## src/rtl/mips_pkg.sv

```systemverilog
// Shared definitions for the multicycle MIPS controller: opcodes, ALU
// operation classes, datapath select codes and the controller state type.
package mips_pkg;

   localparam logic [5:0] OP_LW    = 6'b100011;
   localparam logic [5:0] OP_SW    = 6'b101011;
   localparam logic [5:0] OP_RTYPE = 6'b000000;
   localparam logic [5:0] OP_BEQ   = 6'b000100;
   localparam logic [5:0] OP_ADDI  = 6'b001000;
   localparam logic [5:0] OP_J     = 6'b000010;

   localparam logic [1:0] ALUOP_ADD   = 2'b00;
   localparam logic [1:0] ALUOP_SUB   = 2'b01;
   localparam logic [1:0] ALUOP_FUNCT = 2'b10;

   localparam logic [1:0] SRCB_REGB  = 2'b00;
   localparam logic [1:0] SRCB_FOUR  = 2'b01;
   localparam logic [1:0] SRCB_IMM   = 2'b10;
   localparam logic [1:0] SRCB_IMMSH = 2'b11;

   localparam logic [1:0] PCSRC_ALU    = 2'b00;
   localparam logic [1:0] PCSRC_ALUOUT = 2'b01;
   localparam logic [1:0] PCSRC_JUMP   = 2'b10;

   typedef enum logic [3:0] {
      FETCH   = 4'd0,
      DECODE  = 4'd1,
      MEMADR  = 4'd2,
      MEMRD   = 4'd3,
      MEMWB   = 4'd4,
      MEMWR   = 4'd5,
      RTYPEEX = 4'd6,
      RTYPEWB = 4'd7,
      BEQEX   = 4'd8,
      ADDIEX  = 4'd9,
      ADDIWB  = 4'd10,
      JEX     = 4'd11
   } state_t;

endpackage

```

## src/rtl/mainfsm.sv

```systemverilog
// Main control FSM of the multicycle MIPS datapath. Outputs are a pure
// decode of the state register (plus memready in FETCH and rst_n gating).
module mainfsm
   import mips_pkg::*;
(
   input  logic       clk,
   input  logic       rst_n,
   input  logic [5:0] op,
   input  logic       zero,
   input  logic       memready,
   output logic [1:0] aluop,
   output logic       alusrca,
   output logic [1:0] alusrcb,
   output logic [1:0] pcsrc,
   output logic       iord,
   output logic       memtoreg,
   output logic       regdst,
   output logic       irwrite,
   output logic       regwrite,
   output logic       memwrite,
   output logic       pcen
);

   state_t state, next_state;
   logic   pcwrite, branch;

   always_ff @(posedge clk or negedge rst_n) begin
      if (!rst_n) state <= FETCH;
      else        state <= next_state;
   end

   // op is only consulted in DECODE and MEMADR; memory states stall on memready.
   always_comb begin
      next_state = FETCH;
      case (state)
         FETCH:   next_state = memready ? DECODE : FETCH;
         DECODE: begin
            case (op)
               OP_LW, OP_SW: next_state = MEMADR;
               OP_RTYPE:     next_state = RTYPEEX;
               OP_BEQ:       next_state = BEQEX;
               OP_ADDI:      next_state = ADDIEX;
               OP_J:         next_state = JEX;
               default:      next_state = FETCH;
            endcase
         end
         MEMADR:  next_state = (op == OP_LW) ? MEMRD : MEMWR;
         MEMRD:   next_state = memready ? MEMWB : MEMRD;
         MEMWB:   next_state = FETCH;
         MEMWR:   next_state = memready ? FETCH : MEMWR;
         RTYPEEX: next_state = RTYPEWB;
         RTYPEWB: next_state = FETCH;
         BEQEX:   next_state = FETCH;
         ADDIEX:  next_state = ADDIWB;
         ADDIWB:  next_state = FETCH;
         JEX:     next_state = FETCH;
         default: next_state = FETCH;
      endcase
   end

   always_comb begin
      aluop    = ALUOP_ADD;
      alusrca  = 1'b0;
      alusrcb  = SRCB_REGB;
      pcsrc    = PCSRC_ALU;
      iord     = 1'b0;
      memtoreg = 1'b0;
      regdst   = 1'b0;
      irwrite  = 1'b0;
      regwrite = 1'b0;
      memwrite = 1'b0;
      pcwrite  = 1'b0;
      branch   = 1'b0;
      case (state)
         FETCH: begin
            alusrcb = SRCB_FOUR;
            irwrite = memready;
            pcwrite = memready;
         end
         DECODE:  alusrcb = SRCB_IMMSH;
         MEMADR: begin
            alusrca = 1'b1;
            alusrcb = SRCB_IMM;
         end
         MEMRD:   iord = 1'b1;
         MEMWB: begin
            memtoreg = 1'b1;
            regwrite = 1'b1;
         end
         MEMWR: begin
            iord     = 1'b1;
            memwrite = 1'b1;
         end
         RTYPEEX: begin
            alusrca = 1'b1;
            aluop   = ALUOP_FUNCT;
         end
         RTYPEWB: begin
            regdst   = 1'b1;
            regwrite = 1'b1;
         end
         BEQEX: begin
            alusrca = 1'b1;
            aluop   = ALUOP_SUB;
            pcsrc   = PCSRC_ALUOUT;
            branch  = 1'b1;
         end
         ADDIEX: begin
            alusrca = 1'b1;
            alusrcb = SRCB_IMM;
         end
         ADDIWB:  regwrite = 1'b1;
         JEX: begin
            pcsrc   = PCSRC_JUMP;
            pcwrite = 1'b1;
         end
         default: ;
      endcase
      // During reset the state already reads FETCH; only the enables need masking.
      if (!rst_n) begin
         irwrite  = 1'b0;
         regwrite = 1'b0;
         memwrite = 1'b0;
         pcwrite  = 1'b0;
         branch   = 1'b0;
      end
   end

   assign pcen = pcwrite | (branch & zero);

endmodule
```

## config.mk

```make
export PLATFORM = sky130hd
export DESIGN_NAME = mainfsm
export DESIGN_NICKNAME = d
export VERILOG_FILES = /design/src/rtl/mips_pkg.sv /design/src/rtl/mainfsm.sv
export SDC_FILE = /design/constraint.sdc
export NUM_CORES = 1
export LEC_CHECK = 0
export CAP_MARGIN = 5
export CORE_AREA = 5 5 42 44
export CTS_CLUSTER_DIAMETER = 200
export CTS_CLUSTER_SIZE = 8
export DETAILED_ROUTE_END_ITERATION = 12
export DIE_AREA = 0 0 47 49
export DONT_BUFFER_PORTS = 1
export MAX_ROUTING_LAYER = met4
export PLACE_DENSITY_LB_ADDON = 0.25
export SETUP_SLACK_MARGIN = 0.02
export SYNTH_ARGS = -nofsm -noshare
export SYNTH_HDL_FRONTEND = slang
export SYNTH_SLANG_ARGS = --single-unit
export TNS_END_PERCENT = 20
```

## constraint.sdc

```tcl
create_clock -name clk -period 1.58 [get_ports clk]
set_clock_uncertainty 0.1 [all_clocks]
set_input_delay 0.237 -clock clk [delete_from_list [all_inputs] [get_ports clk]]
set_output_delay 0.237 -clock clk [all_outputs]
set_load 0.05 [all_outputs]
```

=== Yosys cells after proc, flatten, opt, wreduce, memory -nomap -nowiden ===
Cells that the tools add are included.

* Equality and inequality tests: 16
* Multiplexer cells: 23
* Bitwise operators: 2
* Reductions and logical operators: 7

{| class="wikitable"
|+ Operators with widths
! operator !! number
|-
| $pmux 4 s7 || 1
|-
| $pmux 4 s5 || 1
|-
| $eq 4x3->1 const B || 4
|-
| $eq 4x4->1 const B || 4
|-
| $mux 1 || 14
|-
| $eq 6x6->1 const B || 2
|-
| $mux 3 || 3
|-
| $eq 4x2->1 const B || 2
|-
| $pmux 2 s2 || 2
|-
| $eq 6x2->1 const B || 1
|-
| $eq 6x3->1 const B || 1
|-
| $eq 6x4->1 const B || 1
|-
| $logic_not 6->1 || 1
|-
| $pmux 2 s3 || 1
|-
| $reduce_or 2->1 || 3
|-
| $eq 4x1->1 const B || 1
|-
| $logic_not 4->1 || 1
|-
| $reduce_or 4->1 || 1
|-
| $reduce_or 3->1 || 1
|-
| $pmux 1 s2 || 1
|-
| $and 1x1->1 || 1
|-
| $or 1x1->1 || 1
|}

* Flip-flop bits (word level): 4
* Bits of input ports: 10
* Output and inout port bits: 14

=== Longest topological paths before layout ===
* Word-level depth: 5
* Mapped depth: 5
* Mapped depth without buffers: 3

=== Worst setup path after synthesis ===
Ideal clock, no wire load.

* Path kind: flip-flop to output port
* From: register state[1]
* To: output port iord
* Arrival: 1.953 ns
* Setup slack: -0.710 ns
* Cell stages (with the launch flop): 5
* Buffers on the path: 2
* Path through: dfrtp_1 > buf_6 > buf_2 > xnor2_1 > nor3b_1

* Cells in the longest elaborated chain, start to end: 3

{| class="wikitable"
|+ RTL lines
! element !! RTL line !! text
|-
| from (decl) || mainfsm.sv:24 || <nowiki>state_t state, next_state;</nowiki>
|-
| from (signal assigned) || mainfsm.sv:29 || <nowiki>else state <= next_state;</nowiki>
|-
| $eq 4x3->1 or $eq 4x2->1 (tied branches) || mainfsm.sv:74 || <nowiki>case (state)</nowiki>
|-
| $reduce_or 2->1 (no line) * || n/a ||
|-
| $mux 1 * || mainfsm.sv:74 ||
|-
| to (decl) || mainfsm.sv:15 || <nowiki>output logic iord,</nowiki>
|}

Mark *: on every way between the ends. The rest lies on a longest branch, timed or not.

=== Worst setup path in the final report ===
* From: register state[1]
* To: output port regwrite

* Cells in the longest elaborated chain, start to end: 4

{| class="wikitable"
|+ RTL lines
! element !! RTL line !! text
|-
| $eq 4x4->1 or $eq 4x3->1 (tied branches) || mainfsm.sv:74 ||
|-
| $reduce_or 3->1 (no line) * || n/a ||
|-
| $mux 1 * || mainfsm.sv:74 ||
|-
| $mux 1 * || mainfsm.sv:120 || <nowiki>if (!rst_n) begin</nowiki>
|-
| to (decl) || mainfsm.sv:19 || <nowiki>output logic regwrite,</nowiki>
|}

Marks and branches as above.

==> results by group <==
Power and ir drop
  – P_leak: 0.398 nW
  – Maximum VDD drop: 0.000458 V
  – Power per cell area: 758 nW/µm²
  – Total power: 0.822 mW

Yosys
  – Mux cell area share after synthesis: 1.84%
  – Yosys cell types: 34
  – Synth Area in Compound Gates: 18.9%
  – Post-synth top area share: 18.4%
  – Largest family of logic cells by synthesized area: simple AND/OR/NAND/NOR gates
  – Largest cells by area after synthesis: dfrtp_1, nor3_1, buf_2
  – Syn_area_per_cell: 7.46 µm²
  – Number of synthesized register bits: 4
  – Prevailing post-synth register cell: dfrtp_1
  – Synth Warn #: 0
  – Simple-gate share of the synthesized area: 47.8%
  – Asr flop ratio synth: 100%
  – Mapped Area: 544 µm²
  – Yosys top cell by area: dfrtp_1
  – Area share of xor/xnor cells in the synthesized design: 3.22%
  – Cells after synthesis: 73
  – Post-synth EDFFs: 0
  – Sequential fraction of the synthesis area: 18.4%
  – Post-Synth Adder-Cell Area: 0%
  – Syn_nets: 83

Place
  – Dpl hpwl: 1.44 mm
  – Inst Count DP: 108
  – Area of placed instances: 942 µm²
  – GP Congestion: 0.823
  – Pre-CTS setup slack: -0.0382 ns
  – PortBufs: 0

Detailed routing
  – ANT nets after route: 0
  – DRC Markers: 0
  – Drt via density: 6.09
  – Routed len/inst: 17.5 µm
  – Vias: 700
  – Final wirelength: 2.01 mm
  – DRT iter0 DRCs: 8
  – Drt pass-1 iters: 4

Final layout
  – Final Non-Filler Cells: 115
  – Top Registers: state x4
  – Layout overhead on the synthesized area: 99.3%
  – Largest register by flop count: state
  – Diodes inserted: 0
  – Most frequent cells in the layout: buf_4, buf_6, buf_12, nor3_4, dfrtp_2
  – Max reg flops: 4
  – Finished layout cell area: 1080 µm²
  – Filler cells: 97
  – Commonest non-fill, non-tap cell in the layout: buf_4
  – Final #Nets: 111
  – Share of layout cells above drive strength 1: 59.6%

Worst setup path
  – R2R Path Start: state[1]
  – Worst setup SP type: flop
  – Crit path DAT: 1.48 ns
  – Critical path startpoint: state[1]
  – Kind of critical path: flop to primary output
  – CP endpoint kind: primary output
  – Worst path required time: 1.24 ns
  – Worst-path fanout max: 11

Global routing
  – Global-route wire length before repair: 3.28 mm
  – Vias in the first global route: 736
  – Largest net degree at the start of global routing: 12
  – Overall global routing resource usage: 19.6%
  – Initial antenna violation count: 0
  – GR Overflow Total: 0

Die
  – Die W: 47 µm
  – CORE AREA: 1400 µm²
  – Initial Util: 38.8%
  – I/O pin cnt: 24
  – Total Die Area: 2300 µm²
  – Row cnt: 14
  – Die Height: 49 µm

STA
  – Post-route clock period utilization: 115%
  – Minimum clock period: 1.82 ns
  – Max Fclk: 550 MHz
  – Worst setup margin: -0.238 ns
  – Unrepaired setup endpoints after global routing: true
  – Final Hold Fails: 0
  – Pins Over Slew Limit: 0
  – Worst-margin pin slew: 0.372 ns
  – Max_slew headroom: 75.0%
  – Final setup vio count: 13

Min path
  – Hold Startpoint: op[2]
  – Worst hold-check path type: primary input to flop

Clock network
  – Clock-pin slew on the worst setup and hold paths: 0.04 ns
  – H-tree levels: 1
  – Total clock sinks: 4
  – Clock Latency Late Sink: 0.24 ns
  – TritonCTS clock tree: built
  – Root Buffer: clkbuf_4
  – CTS Buf Count: 3
  – Max Root-Sink Buffers: 2

Outcome
  – Outcome: finished with violations
  – Failing checks: negative setup slack

Job
  – Max-cap viol count: 0
## layer usage
metal / vias to the layer above / wire (µm) / share of wire (%) / track usage (%)
li1: 328 / - / - / -
met1: 331 / 743 / 37 / 22.8
met2: 32 / 1080 / 54 / 31.2
met3: 9 / 123 / 6.1 / 2.95
met4: 0 / 65 / 3.2 / 10.1
met5: - / 0 / 0 / -
## worst paths after layout
path / endpoint / slack [ns] / cells after the start
setup / recovery: regwrite / -0.24 / 3
hold / removal: state[3] / 0.05 / 2
setup reg to reg: state[1] / 0.12 / 4
hold reg to reg: state[0] / 0.56 / 2
max in group asynchronous: state[1] / 0.97 / 1
min in group asynchronous: state[0] / 0.19 / 1
## what timing repair did
item | in CTS | in global routing
hold buffers | 1 | 0
endpoints found under the hold margin | 4 | 0
setup buffers | 1 | 2
gates resized for setup | 13 | 10
endpoints found under the setup margin | 14 | 15
pin swaps | 5 | 3
## per-stage QoR
stage / hold slack [ns] / setup TNS, ns / util, %
3_3_place_gp: -0.158 / -0.0482 / 67.2
2_1_floorplan: -0.159 / -1.61 / -
4_1_cts: 0.0543 / -1.66 / 73.3
5_1_grt: 0.0664 / -2.14 / 77.4
3_5_place_dp: -0.158 / -0.0898 / 67.2
6_report: 0.0498 / -1.50 / 77.4
## kinds of logic (layout without fill, tap and decap cells)
family,after synthesis,count (layout)
simple gates,42,42
xor+xnor,2,2
compound gates,14,14
mux,1,1
buf+inv,10,36
flops,4,4
## final cells by class
cell class	count	area, µm²	share of cell area, %
multi-input cells	59	569	52.5
well taps	16	20.0	1.85
clock buffers	3	22.5	2.08
flip-flops and latches	4	105	9.69
inverters	2	7.51	0.692
repair buffers	31	360	33.2
## critical path, cell delays in order (launching register included)
cell	delay (ns)
dfrtp_2	0.47
or3b_1	0.40
a21oi_2	0.15
o21a_4	0.23
## power by group
| part | internal (mW) | switching (mW) | leakage [nW] |
|---|---|---|---|
| clock | 0.0855 | 0.0491 | 0.0138 |
| sequential | 0.118 | 0.0328 | 0.0479 |
| combinational | 0.243 | 0.294 | 0.336 |
## synth_stat cells (2+ instances only)
master,number
nor2b_1,3
nor2_1,7
buf_2,7
nor4_1,2
a21oi_1,2
nand2b_1,4
nand3_1,4
dfrtp_1,4
o31a_1,2
nand4b_1,3
nand2_1,2
nor3b_1,2
nand3b_1,2
nor3_1,8
inv_1,2
Power figures use the tool's default switching activity.
